--- src/rtl/sbox_share_sched_pkg.sv ---
// Shared types and helpers for the time-multiplexed S4 column scheduler.
// Holds FSM/tag encodings, column geometry and the AES S-box function.
package sbox_share_sched_pkg;

  localparam int         NCOL     = 4;
  localparam int         COL_W    = 32;
  localparam logic [1:0] LAST_COL = 2'(NCOL - 1);

  typedef enum logic [1:0] {
    ST_IDLE       = 2'd0,
    ST_DATA_ISSUE = 2'd1,
    ST_KEY_ISSUE  = 2'd2
  } state_e;

  typedef enum logic {
    TAG_DATA = 1'b0,
    TAG_KEY  = 1'b1
  } tag_type_e;

  typedef struct packed {
    logic      vld;
    tag_type_e typ;
    logic [1:0] col;
  } tag_t;

  // col0 occupies the top word of the 128-bit state, so it is packed slot NCOL-1.
  function automatic logic [1:0] col_slot(input logic [1:0] col);
    return LAST_COL - col;
  endfunction

  function automatic logic [7:0] gf_mul(input logic [7:0] a, input logic [7:0] b);
    logic [7:0] p;
    logic [7:0] x;
    p = 8'h00;
    x = a;
    for (int i = 0; i < 8; i++) begin
      if (b[i]) p = p ^ x;
      x = {x[6:0], 1'b0} ^ (x[7] ? 8'h1b : 8'h00);
    end
    return p;
  endfunction

  // Inverse as a^254 (0 maps to 0), followed by the AES affine transform.
  function automatic logic [7:0] sbox_byte(input logic [7:0] a);
    logic [7:0] t;
    logic [7:0] inv;
    t   = a;
    inv = 8'h01;
    for (int i = 1; i < 8; i++) begin
      t   = gf_mul(t, t);
      inv = gf_mul(inv, t);
    end
    return inv ^ {inv[6:0], inv[7]} ^ {inv[5:0], inv[7:6]} ^
           {inv[4:0], inv[7:5]} ^ {inv[3:0], inv[7:4]} ^ 8'h63;
  endfunction

  function automatic logic [31:0] sbox_word(input logic [31:0] w);
    logic [31:0] r;
    for (int i = 0; i < 4; i++) r[8*i +: 8] = sbox_byte(w[8*i +: 8]);
    return r;
  endfunction

endpackage

--- src/rtl/sbox_share_sched_if.sv ---
// Request/response bundle between the scheduler and its two requesters.
interface sbox_share_sched_if;
  logic         data_in_valid;
  logic         data_in_ready;
  logic [127:0] data_in;
  logic         data_out_valid;
  logic         data_out_ready;
  logic [127:0] data_out;
  logic         key_in_valid;
  logic         key_in_ready;
  logic [31:0]  key_in;
  logic         key_out_valid;
  logic         key_out_ready;
  logic [31:0]  key_out;
  logic         busy;

  modport slave (
    input  data_in_valid, data_in, data_out_ready, key_in_valid, key_in, key_out_ready,
    output data_in_ready, data_out_valid, data_out, key_in_ready, key_out_valid, key_out, busy
  );

  modport master (
    output data_in_valid, data_in, data_out_ready, key_in_valid, key_in, key_out_ready,
    input  data_in_ready, data_out_valid, data_out, key_in_ready, key_out_valid, key_out, busy
  );
endinterface

--- src/rtl/sbox_share_sched_s4.sv ---
// Single 32-bit S-box column: four byte S-boxes, SBOX_LAT register stages deep.
module sbox_share_sched_s4
  import sbox_share_sched_pkg::*;
#(
  parameter int SBOX_LAT = 1
) (
  input  logic        clk,
  input  logic        rst,
  input  logic [31:0] din_i,
  output logic [31:0] dout_o
);
  logic [SBOX_LAT-1:0][31:0] stg_q;

  always_ff @(posedge clk or posedge rst) begin
    if (rst) begin
      stg_q <= '0;
    end else begin
      stg_q[0] <= sbox_word(din_i);
      for (int i = 1; i < SBOX_LAT; i++) stg_q[i] <= stg_q[i-1];
    end
  end

  assign dout_o = stg_q[SBOX_LAT-1];
endmodule

--- src/rtl/sbox_share_sched.sv ---
// Shares one S4 column between 4-beat SubBytes jobs and 1-beat SubWord jobs,
// arbitrating round-robin at job boundaries and tracking beats with a tag pipe.
module sbox_share_sched
  import sbox_share_sched_pkg::*;
#(
  parameter int SBOX_LAT = 1
) (
  input logic               clk,
  input logic               rst,
  sbox_share_sched_if.slave bus
);
  state_e                     state_q, state_d;
  logic [1:0]                 col_q, col_d;
  tag_type_e                  last_grant_q, last_grant_d;
  logic [NCOL-1:0][COL_W-1:0] data_hold_q, data_out_q;
  logic [COL_W-1:0]           key_hold_q, key_out_q, s4_in_q, s4_in_d, s4_out;
  logic                       data_out_valid_q, key_out_valid_q;
  tag_t                       iss_d, iss_q, tail;
  tag_t [SBOX_LAT-1:0]        tag_pipe_q;
  logic                       last_issue, data_inflight, key_inflight, pipe_busy;
  logic                       can_data, can_key, data_rdy, key_rdy, data_hs, key_hs;

  sbox_share_sched_s4 #(.SBOX_LAT(SBOX_LAT)) u_s4 (
    .clk(clk), .rst(rst), .din_i(s4_in_q), .dout_o(s4_out)
  );

  always_comb begin
    iss_d   = '0;
    s4_in_d = '0;
    case (state_q)
      ST_DATA_ISSUE: begin
        iss_d   = '{vld: 1'b1, typ: TAG_DATA, col: col_q};
        s4_in_d = data_hold_q[col_slot(col_q)];
      end
      ST_KEY_ISSUE: begin
        iss_d   = '{vld: 1'b1, typ: TAG_KEY, col: 2'd0};
        s4_in_d = key_hold_q;
      end
      default: ;
    endcase
  end

  // The beat being issued this cycle counts as in flight, which keeps a
  // result from landing on the same edge its predecessor is consumed.
  always_comb begin
    data_inflight = (iss_d.vld && iss_d.typ == TAG_DATA) || (iss_q.vld && iss_q.typ == TAG_DATA);
    key_inflight  = (iss_d.vld && iss_d.typ == TAG_KEY)  || (iss_q.vld && iss_q.typ == TAG_KEY);
    pipe_busy     = iss_q.vld;
    for (int i = 0; i < SBOX_LAT; i++) begin
      data_inflight = data_inflight || (tag_pipe_q[i].vld && tag_pipe_q[i].typ == TAG_DATA);
      key_inflight  = key_inflight  || (tag_pipe_q[i].vld && tag_pipe_q[i].typ == TAG_KEY);
      pipe_busy     = pipe_busy || tag_pipe_q[i].vld;
    end
  end

  assign last_issue = (state_q == ST_DATA_ISSUE && col_q == LAST_COL) || state_q == ST_KEY_ISSUE;
  assign can_data   = (state_q == ST_IDLE || last_issue) && !data_out_valid_q && !data_inflight;
  assign can_key    = (state_q == ST_IDLE || last_issue) && !key_out_valid_q && !key_inflight;
  assign data_rdy   = !rst && can_data && !(bus.key_in_valid && can_key && last_grant_q == TAG_DATA);
  assign key_rdy    = !rst && can_key && !(bus.data_in_valid && can_data && last_grant_q == TAG_KEY);
  assign data_hs    = data_rdy && bus.data_in_valid;
  assign key_hs     = key_rdy && bus.key_in_valid;

  always_comb begin
    state_d      = state_q;
    col_d        = col_q;
    last_grant_d = last_grant_q;
    if (data_hs) begin
      state_d      = ST_DATA_ISSUE;
      col_d        = 2'd0;
      last_grant_d = TAG_DATA;
    end else if (key_hs) begin
      state_d      = ST_KEY_ISSUE;
      col_d        = 2'd0;
      last_grant_d = TAG_KEY;
    end else if (state_q == ST_DATA_ISSUE && col_q != LAST_COL) begin
      col_d = col_q + 2'd1;
    end else if (last_issue) begin
      state_d = ST_IDLE;
    end
  end

  always_ff @(posedge clk or posedge rst) begin
    if (rst) begin
      state_q      <= ST_IDLE;
      col_q        <= 2'd0;
      last_grant_q <= TAG_KEY;
    end else begin
      state_q      <= state_d;
      col_q        <= col_d;
      last_grant_q <= last_grant_d;
    end
  end

  always_ff @(posedge clk or posedge rst) begin
    if (rst) begin
      data_hold_q <= '0;
      key_hold_q  <= '0;
      s4_in_q     <= '0;
      iss_q       <= '0;
      tag_pipe_q  <= '0;
    end else begin
      if (data_hs) data_hold_q <= bus.data_in;
      if (key_hs)  key_hold_q  <= bus.key_in;
      s4_in_q       <= s4_in_d;
      iss_q         <= iss_d;
      tag_pipe_q[0] <= iss_q;
      for (int i = 1; i < SBOX_LAT; i++) tag_pipe_q[i] <= tag_pipe_q[i-1];
    end
  end

  assign tail = tag_pipe_q[SBOX_LAT-1];

  always_ff @(posedge clk or posedge rst) begin
    if (rst) begin
      data_out_q       <= '0;
      data_out_valid_q <= 1'b0;
      key_out_q        <= '0;
      key_out_valid_q  <= 1'b0;
    end else begin
      if (tail.vld && tail.typ == TAG_DATA) begin
        data_out_q[col_slot(tail.col)] <= s4_out;
        if (tail.col == LAST_COL) data_out_valid_q <= 1'b1;
      end else if (bus.data_out_ready) begin
        data_out_valid_q <= 1'b0;
      end
      if (tail.vld && tail.typ == TAG_KEY) begin
        key_out_q       <= s4_out;
        key_out_valid_q <= 1'b1;
      end else if (bus.key_out_ready) begin
        key_out_valid_q <= 1'b0;
      end
    end
  end

  assign bus.data_in_ready  = data_rdy;
  assign bus.key_in_ready   = key_rdy;
  assign bus.data_out       = data_out_q;
  assign bus.data_out_valid = data_out_valid_q;
  assign bus.key_out        = key_out_q;
  assign bus.key_out_valid  = key_out_valid_q;
  assign bus.busy           = state_q != ST_IDLE || pipe_busy;
endmodule
--- src/flat_wrapper.sv ---
// flat-port wrapper written by rule: the top's interface ports become plain ports
module sbox_share_sched_flat import sbox_share_sched_pkg::*;
#(
  parameter int SBOX_LAT = 1
)
  (clk, rst, bus_data_in_valid, bus_data_in, bus_data_out_ready, bus_key_in_valid, bus_key_in, bus_key_out_ready, bus_data_in_ready, bus_data_out_valid, bus_data_out, bus_key_in_ready, bus_key_out_valid, bus_key_out, bus_busy);
  sbox_share_sched_if bus_i ();
  input logic clk;
  input logic rst;
  input wire logic [$bits(bus_i.data_in_valid)-1:0] bus_data_in_valid;
  input wire logic [$bits(bus_i.data_in)-1:0] bus_data_in;
  input wire logic [$bits(bus_i.data_out_ready)-1:0] bus_data_out_ready;
  input wire logic [$bits(bus_i.key_in_valid)-1:0] bus_key_in_valid;
  input wire logic [$bits(bus_i.key_in)-1:0] bus_key_in;
  input wire logic [$bits(bus_i.key_out_ready)-1:0] bus_key_out_ready;
  output wire logic [$bits(bus_i.data_in_ready)-1:0] bus_data_in_ready;
  output wire logic [$bits(bus_i.data_out_valid)-1:0] bus_data_out_valid;
  output wire logic [$bits(bus_i.data_out)-1:0] bus_data_out;
  output wire logic [$bits(bus_i.key_in_ready)-1:0] bus_key_in_ready;
  output wire logic [$bits(bus_i.key_out_valid)-1:0] bus_key_out_valid;
  output wire logic [$bits(bus_i.key_out)-1:0] bus_key_out;
  output wire logic [$bits(bus_i.busy)-1:0] bus_busy;
  assign bus_i.data_in_valid = bus_data_in_valid;
  assign bus_i.data_in = bus_data_in;
  assign bus_i.data_out_ready = bus_data_out_ready;
  assign bus_i.key_in_valid = bus_key_in_valid;
  assign bus_i.key_in = bus_key_in;
  assign bus_i.key_out_ready = bus_key_out_ready;
  assign bus_data_in_ready = bus_i.data_in_ready;
  assign bus_data_out_valid = bus_i.data_out_valid;
  assign bus_data_out = bus_i.data_out;
  assign bus_key_in_ready = bus_i.key_in_ready;
  assign bus_key_out_valid = bus_i.key_out_valid;
  assign bus_key_out = bus_i.key_out;
  assign bus_busy = bus_i.busy;
  sbox_share_sched #(.SBOX_LAT(SBOX_LAT)) u_core (.clk(clk), .rst(rst), .bus(bus_i));
endmodule
--- config.mk ---
export PLATFORM = sky130hd
export DESIGN_NAME = sbox_share_sched_flat
export DESIGN_NICKNAME = d
export VERILOG_FILES = /design/src/rtl/sbox_share_sched_pkg.sv /design/src/rtl/sbox_share_sched_if.sv /design/src/rtl/sbox_share_sched_s4.sv /design/src/rtl/sbox_share_sched.sv /design/src/flat_wrapper.sv
export SDC_FILE = /design/constraint.sdc
export NUM_CORES = 2
export LEC_CHECK = 0
export ABC_AREA = 0
export CAP_MARGIN = 25
export CORE_UTILIZATION = 30
export DETAILED_ROUTE_END_ITERATION = 7
export GPL_ROUTABILITY_DRIVEN = 0
export SLEW_MARGIN = 30
export SYNTH_ARGS = -nofsm -noshare
export SYNTH_HDL_FRONTEND = slang
export SYNTH_SLANG_ARGS = --single-unit
--- constraint.sdc ---
create_clock -name clk -period 20 [get_ports clk]
set_input_delay 3 -clock clk [delete_from_list [all_inputs] [get_ports clk]]
set_output_delay 3 -clock clk [all_outputs]
set_load 0.02 [all_outputs]
Word-level counts from Yosys, hierarchy flattened
Cells that the tools add are included.

Add/sub/neg operators: 3. Magnitude comparators: 3. Equal/unequal tests: 7. Muxes and demuxes: 833. Bitwise gates (word level): 780. Reduce and logical (&&, ||, !) cells: 47.

Operator list (count): 2-to-1 mux 8 bit (420); XOR 8 bit (380); XOR 8 x 5 -> 8 bit (364); 2-to-1 mux 5 bit (368); bitwise mux 128 bit (1); binary-select mux 32 bit (select 2 bit) (1); demux 32 bit (select 2 bit) (1); 2-to-1 mux 32 bit (2); case mux 32 bit (2 select lines) (1); 2-to-1 mux 7 bit (4); inverter 1 bit (first input constant) (28); 2-to-1 mux 6 bit (4); logical AND 1 bit (23); 2-to-1 mux 2 bit (11); 2-to-1 mux 4 bit (4); inverter 4 bit (4); 2-to-1 mux 3 bit (4); 2-to-1 mux 1 bit (11); logical OR 1 bit (8); case mux 4 bit (2 select lines) (1); nonzero test 2 bit (4); logical NOT 1 bit (7); == test 2 bit (second input constant) (3); < comparator 2 x 3 -> 1 bit (second input constant) (2); 10 further kinds (17).

Register bits: 399. Input port bits: 166. Output and inout port bits: 165. Logic and storage cells: 1696.

Longest topological paths before layout
Word-level depth: 132. Depth in mapped cells: 67. Depth with buffers taken out: 59.

Modules after synthesis
A second synthesis with hierarchy kept.

Cells, all modules: 8994. Area, all modules: 74042.3 µm².

By module, submodules not included: sbox_share_sched_s4 (times used 1, cells each 8108, area each 59095.4 µm², sequential area each 800.8 µm²); sbox_share_sched (times used 1, cells each 886, area each 14946.8 µm², sequential area each 9185.1 µm²).

Worst setup path before layout
Ideal clock, no wire load.

Path kind: register to register. Start point: reg u_core.s4_in_q[8]. End point: reg u_core.u_s4.stg_q, in the netlist u_core.u_s4.dout_o[15]. Arrival: 15.284 ns. Data required time: 19.871 ns. Slack: 4.587 ns. Cell stages (with the launch flop): 62. Path buffers: 7. Cells stage by stage: dfrtp_1 -> ha_1 -> nand2_1 -> xnor2_2 -> inv_1 -> buf_2 -> clkbuf_1 -> ha_1 -> buf_1 -> xnor3_1 -> nand4_1 -> a2111oi_0 -> a311o_1 -> or3_1 -> nand2_1 -> ha_1 -> xor2_1 -> mux2i_1 -> [26 not listed] -> a2111oi_0 -> a221oi_1 -> o2111ai_1 -> mux2i_1 -> nor3_1 -> xnor2_1 -> clkbuf_1 -> o22ai_1 -> xnor2_1 -> clkbuf_1 -> xor2_1 -> xnor2_1 -> nor2_1 -> xnor2_1 -> xnor2_2 -> xor3_1 -> xnor3_1 -> xor2_1.

Word-level cells in the longest chain between the ends: 127. Elaborated cells between the ends (all ways): 382.

RTL lines: from (decl) (RTL line sbox_share_sched.sv:16) `logic [COL_W-1:0] key_hold_q, key_out_q, s4_in_q, s4_in_d, s4_out;`; from (signal assigned) (RTL line sbox_share_sched.sv:105) `s4_in_q <= s4_in_d;`; 2-to-1 mux 8 bit (RTL line sbox_share_sched_pkg.sv:37) `if (b[i]) p = p ^ x;`; XOR 8 bit (RTL line sbox_share_sched_pkg.sv:37); 2-to-1 mux 8 bit (RTL line sbox_share_sched_pkg.sv:37); XOR 8 bit (RTL line sbox_share_sched_pkg.sv:37); 2-to-1 mux 8 bit (RTL line sbox_share_sched_pkg.sv:37); XOR 8 bit (RTL line sbox_share_sched_pkg.sv:37); 2-to-1 mux 8 bit (RTL line sbox_share_sched_pkg.sv:37); XOR 8 bit (RTL line sbox_share_sched_pkg.sv:37); [109 not listed]; XOR 8 bit (RTL line sbox_share_sched_pkg.sv:37); 2-to-1 mux 8 bit (RTL line sbox_share_sched_pkg.sv:37); XOR 8 bit (RTL line sbox_share_sched_pkg.sv:37); 2-to-1 mux 8 bit (RTL line sbox_share_sched_pkg.sv:37); XOR 8 bit (RTL line sbox_share_sched_pkg.sv:37); 2-to-1 mux 8 bit * (RTL line sbox_share_sched_pkg.sv:37); XOR 8 bit (3 in series) (RTL line sbox_share_sched_pkg.sv:53) `return inv ^ {inv[6:0], inv[7]} ^ {inv[5:0], inv[7:6]} ^`; XOR 8 bit * (RTL line sbox_share_sched_pkg.sv:54) `{inv[4:0], inv[7:5]} ^ {inv[3:0], inv[7:4]} ^ 8'h63;`; to (decl) (RTL line sbox_share_sched_s4.sv:12) `logic [SBOX_LAT-1:0][31:0] stg_q;`.

Mark *: on every way between the ends. The rest lies on a longest branch, timed or not. A chain may end at the register's enable or synchronous reset.

Final worst setup path
Start point: reg u_core.s4_in_q[31]. End point: reg u_core.u_s4.stg_q, in the netlist u_core.u_s4.dout_o[31].

Word-level cells in the longest chain between the ends: 128. Elaborated cells between the ends (all ways): 385.

RTL lines: 2-to-1 mux 5 bit (RTL line sbox_share_sched_pkg.sv:38) `x = {x[6:0], 1'b0} ^ (x[7] ? 8'h1b : 8'h00);`; XOR 8 x 5 -> 8 bit (RTL line sbox_share_sched_pkg.sv:38); XOR 8 bit (RTL line sbox_share_sched_pkg.sv:37); 2-to-1 mux 8 bit (RTL line sbox_share_sched_pkg.sv:37); XOR 8 bit (RTL line sbox_share_sched_pkg.sv:37); 2-to-1 mux 8 bit (RTL line sbox_share_sched_pkg.sv:37); XOR 8 bit (RTL line sbox_share_sched_pkg.sv:37); 2-to-1 mux 8 bit (RTL line sbox_share_sched_pkg.sv:37); [110 not listed]; XOR 8 bit (RTL line sbox_share_sched_pkg.sv:37); 2-to-1 mux 8 bit (RTL line sbox_share_sched_pkg.sv:37); XOR 8 bit (RTL line sbox_share_sched_pkg.sv:37); 2-to-1 mux 8 bit (RTL line sbox_share_sched_pkg.sv:37); XOR 8 bit (RTL line sbox_share_sched_pkg.sv:37); 2-to-1 mux 8 bit * (RTL line sbox_share_sched_pkg.sv:37); XOR 8 bit (3 in series) (RTL line sbox_share_sched_pkg.sv:53); XOR 8 bit * (RTL line sbox_share_sched_pkg.sv:54).

Marks and branches as above.

==> key figures <==
Outcome
  – Status: finished clean

Route
  – Via count: about 68000
  – Pre-antenna DRT Iters: 6
  – DR WL/cell: ~18 um
  – Drt initial violations: 5382
  – DRC: 0
  – DRT Wirelength: about 230000 um
  – Vias/cell: ~5.4
  – Post-route ant nets: 0

Setup path
  – Crit path kind: reg -> reg
  – Critical Path Slowest Stage Cell: xnor3_1
  – Critical R2R Launch: u_core.s4_in_q[31]$_DFF_PP0_
  – WP data arrival: around 19 ns
  – Worst setup path end: u_core.u_s4.dout_o[31]$_DFF_PP0_
  – CP dominant cell by count: xnor2_1
  – R2r endpoint: u_core.u_s4.dout_o[31]$_DFF_PP0_
  – R2R cell count: 54
  – CP startpoint: u_core.s4_in_q[31]$_DFF_PP0_
  – Startpoint Class: flop
  – Reg-to-reg setup timing slack: 1.49 ns
  – CP max stage delay: around 0.85 ns
  – Crit. End Element: flop
  – Critical Path RT: 20.54 ns
  – CP Max Fanout: 18

CTS
  – CTS Sinks: between 300 and 400
  – Reg clk slew, reported paths: 0.06 ns
  – Hold buffers post-CTS: 0
  – Root buf cell: clkbuf_16
  – Buffers from clock root to sink, at most: 3
  – CTS buffer count: 43
  – Clock Latency Late Sink: about 0.63 ns
  – CTS tree: done
  – H-tree lvl count: 2
  – Post-CTS resize count: 0
  – Setup bufs post-CTS: 0

Global routing
  – Number of global-route vias before repair: ~66000
  – GR Overflow Total: 0
  – Largest net degree at the start of global routing: 87
  – First-pass GRT wire length: 369000 um
  – Antenna violations before repair: 15
  – Total Routing Usage GR: 0.177

Placed design
  – Detailed Place HPWL: ~170000 um
  – IO Port Bufs: 330
  – Cell Area, Placed: 0.0819 mm^2

Synth
  – Post-synth EDFFs: 0
  – Main combinational cell family by area after synthesis: XOR/XNOR gates
  – Yosys reg bits: 399
  – Most used DFF post-synth: dfrtp_1
  – Compound-gate portion of the synthesized area: 0.167
  – Mux share of post-synthesis cell area: 0.0891
  – Average cell area after synthesis: about 8 um^2
  – Async SR Flop Fraction: 1.00
  – Mapped Area: ~0.075 mm^2
  – Seq/Total Area, Yosys: 0.134
  – Yosys cell types: 128
  – Post-Syn Instances: 9200
  – Post-synth net total: 9398
  – Count of warnings emitted by yosys: 0
  – Synth Area in Adders: 0.00576
  – Post-Synth Simple-Gate Area: 0.176
  – XOR/XNOR Fraction of Synth Area: 0.384

Timing
  – TNS Setup: 0 ns
  – Fin crit share: 0.925
  – WHS: between 0.3 and 0.4 ns
  – Fin Clk Skew: between 0.04 and 0.05 ns
  – Worst-margin pin slew: roughly 1.0 ns
  – Final min period: between 15 and 20 ns
  – Fmax: ~0.054 GHz
  – Max-slew violations: 0
  – Headroom to the max-slew limit: 0.305
  – Final hold viol count: 0
  – Final setup fails: 0
  – RSZ-0062 raised after global routing: false

Floorplanning
  – Core footprint: roughly 0.25 mm^2
  – Die extent in y: between 500 and 600 um
  – Die width: approximately 500 um
  – Die area: between 0.2 and 0.3 mm^2
  – Ports: ~330
  – Rows: ~180
  – Starting Density: 0.303

Cells and area
  – Layout cells sized above 1: 0.129
  – Fin nets: 9386
  – P&R area growth vs syn: 11.8%
  – Design Area, Final: between 0.08 and 0.09 mm^2

Run
  – Max-cap violation count: 0

Min path
  – Hold WC Path Type: reg -> reg
  – Worst Hold Launch: u_core.iss_q[1]$_DFF_PP0_
==> cells in the final DEF (no fill, tap or decap), types with 34 or more instances in the layout <==
master / n
a22o_1: 43
nor2_1: 1209
nand2_1: 845
a221oi_1: 34
clkbuf_16: 43
mux4_2: 35
mux2_2: 352
or3_1: 49
nor2b_1: 38
clkdlybuf4s50_1: 330
xnor2_2: 186
a22oi_1: 70
o21ai_1: 52
nand4_1: 52
o221ai_1: 35
xnor2_1: 1544
xnor2_4: 42
nor4_1: 39
nor3_1: 235
o211ai_1: 76
and2_1: 48
mux2i_1: 180
o22ai_1: 118
inv_1: 94
dfrtp_1: 396
and3_1: 48
xor2_1: 422
a211oi_1: 85
nand2b_1: 45
xor2_2: 58
o21ai_0: 385
o31ai_1: 37
a31oi_1: 82
nand3_1: 234
xnor3_1: 237
buf_4: 260
a21oi_1: 456
==> synth_stat cells (235+ instances only) <==
cell | instances | area share
nor2_1 | 1211 | 0.061
xnor3_1 | 240 | 0.072
o21ai_0 | 385 | 0.026
dfrtp_1 | 398 | 0.13
mux2_2 | 352 | 0.053
a21oi_1 | 457 | 0.031
nand2_1 | 848 | 0.043
nor3_1 | 236 | 0.016
xnor2_1 | 1606 | 0.19
clkbuf_1 | 405 | 0.020
xor2_1 | 443 | 0.052
nand3_1 | 235 | 0.016
==> logic make-up after synthesis <==
family / after synthesis
compound gates: 1879
xor+xnor: 2561
fa+ha+maj: 35
buf+inv: 770
flops: 399
mux: 574
simple gates: 2982
==> worst min-delay path by stage <==
stage,to,slack (ns),cells past startpoint
after floorplan,u_core.tag_pipe_q[0]$_DFF_PP0_,0.33,0
after global placement,u_core.tag_pipe_q[1]$_DFF_PP0_,0.35,0
after detailed placement,u_core.tag_pipe_q[1]$_DFF_PP0_,0.35,0
after CTS,u_core.tag_pipe_q[1]$_DFF_PP0_,0.36,0
after global routing,u_core.tag_pipe_q[1]$_DFF_PP0_,0.38,0
final,u_core.tag_pipe_q[1]$_DFF_PP0_,0.35,0
==> metrics by stage <==
| step | worst slack [ns] | util | std cells |
|---|---|---|---|
| detailed placement | 1.64 | 0.332 | 12500 |
| finish | 1.49 | 0.338 | 12600 |
| CTS | 1.56 | 0.338 | 12500 |
| global placement | 1.48 | 0.331 | 12500 |
| floorplan | 4.59 | - | 9200 |
| global route | 0.350 | 0.338 | 12600 |
==> sequential cells by signal, indices dropped and copies added (netlist names), 4 cells and up <==
signal	flops
u_core.key_hold_q	32
u_core.u_s4.dout_o	32
u_core.iss_q	4
u_core.bus.data_out	128
u_core.s4_in_q	32
u_core.tag_pipe_q	4
u_core.data_hold_q	128
u_core.bus.key_out	32
==> critical path: cells and delay by family (launching register included) <==
| kind | cells | cell delay [ns] |
|---|---|---|
| simple gates | 14 | 3.76 |
| mux | 2 | 0.80 |
| compound gates | 10 | 3.06 |
| flops | 1 | 0.65 |
| xor+xnor | 23 | 8.23 |
| fa+ha+maj | 3 | 1.25 |
| buf+inv | 2 | 0.65 |
==> metal layers <==
metal,up-vias,GRT usage,wire length [um]
met5,-,0,0
met4,0,0.0592,7140
met3,356,0.0108,11500
met2,2316,0.315,115000
met1,33100,0.225,96500
li1,32000,-,-
==> layout make-up <==
type	instances	area [um^2]
antenna	25	62.6
clock inverter	18	225
tap	3312	4140
sequential	399	9990
fill	25500	163000
clock buffer	59	1230
inverter	120	458
multi-input combinational	8031	62200
timing repair buffer	593	5290
Power is left out: the tool's default activity adds up to more than one toggle a clock period on the data nets, which glitch-free logic cannot reach.
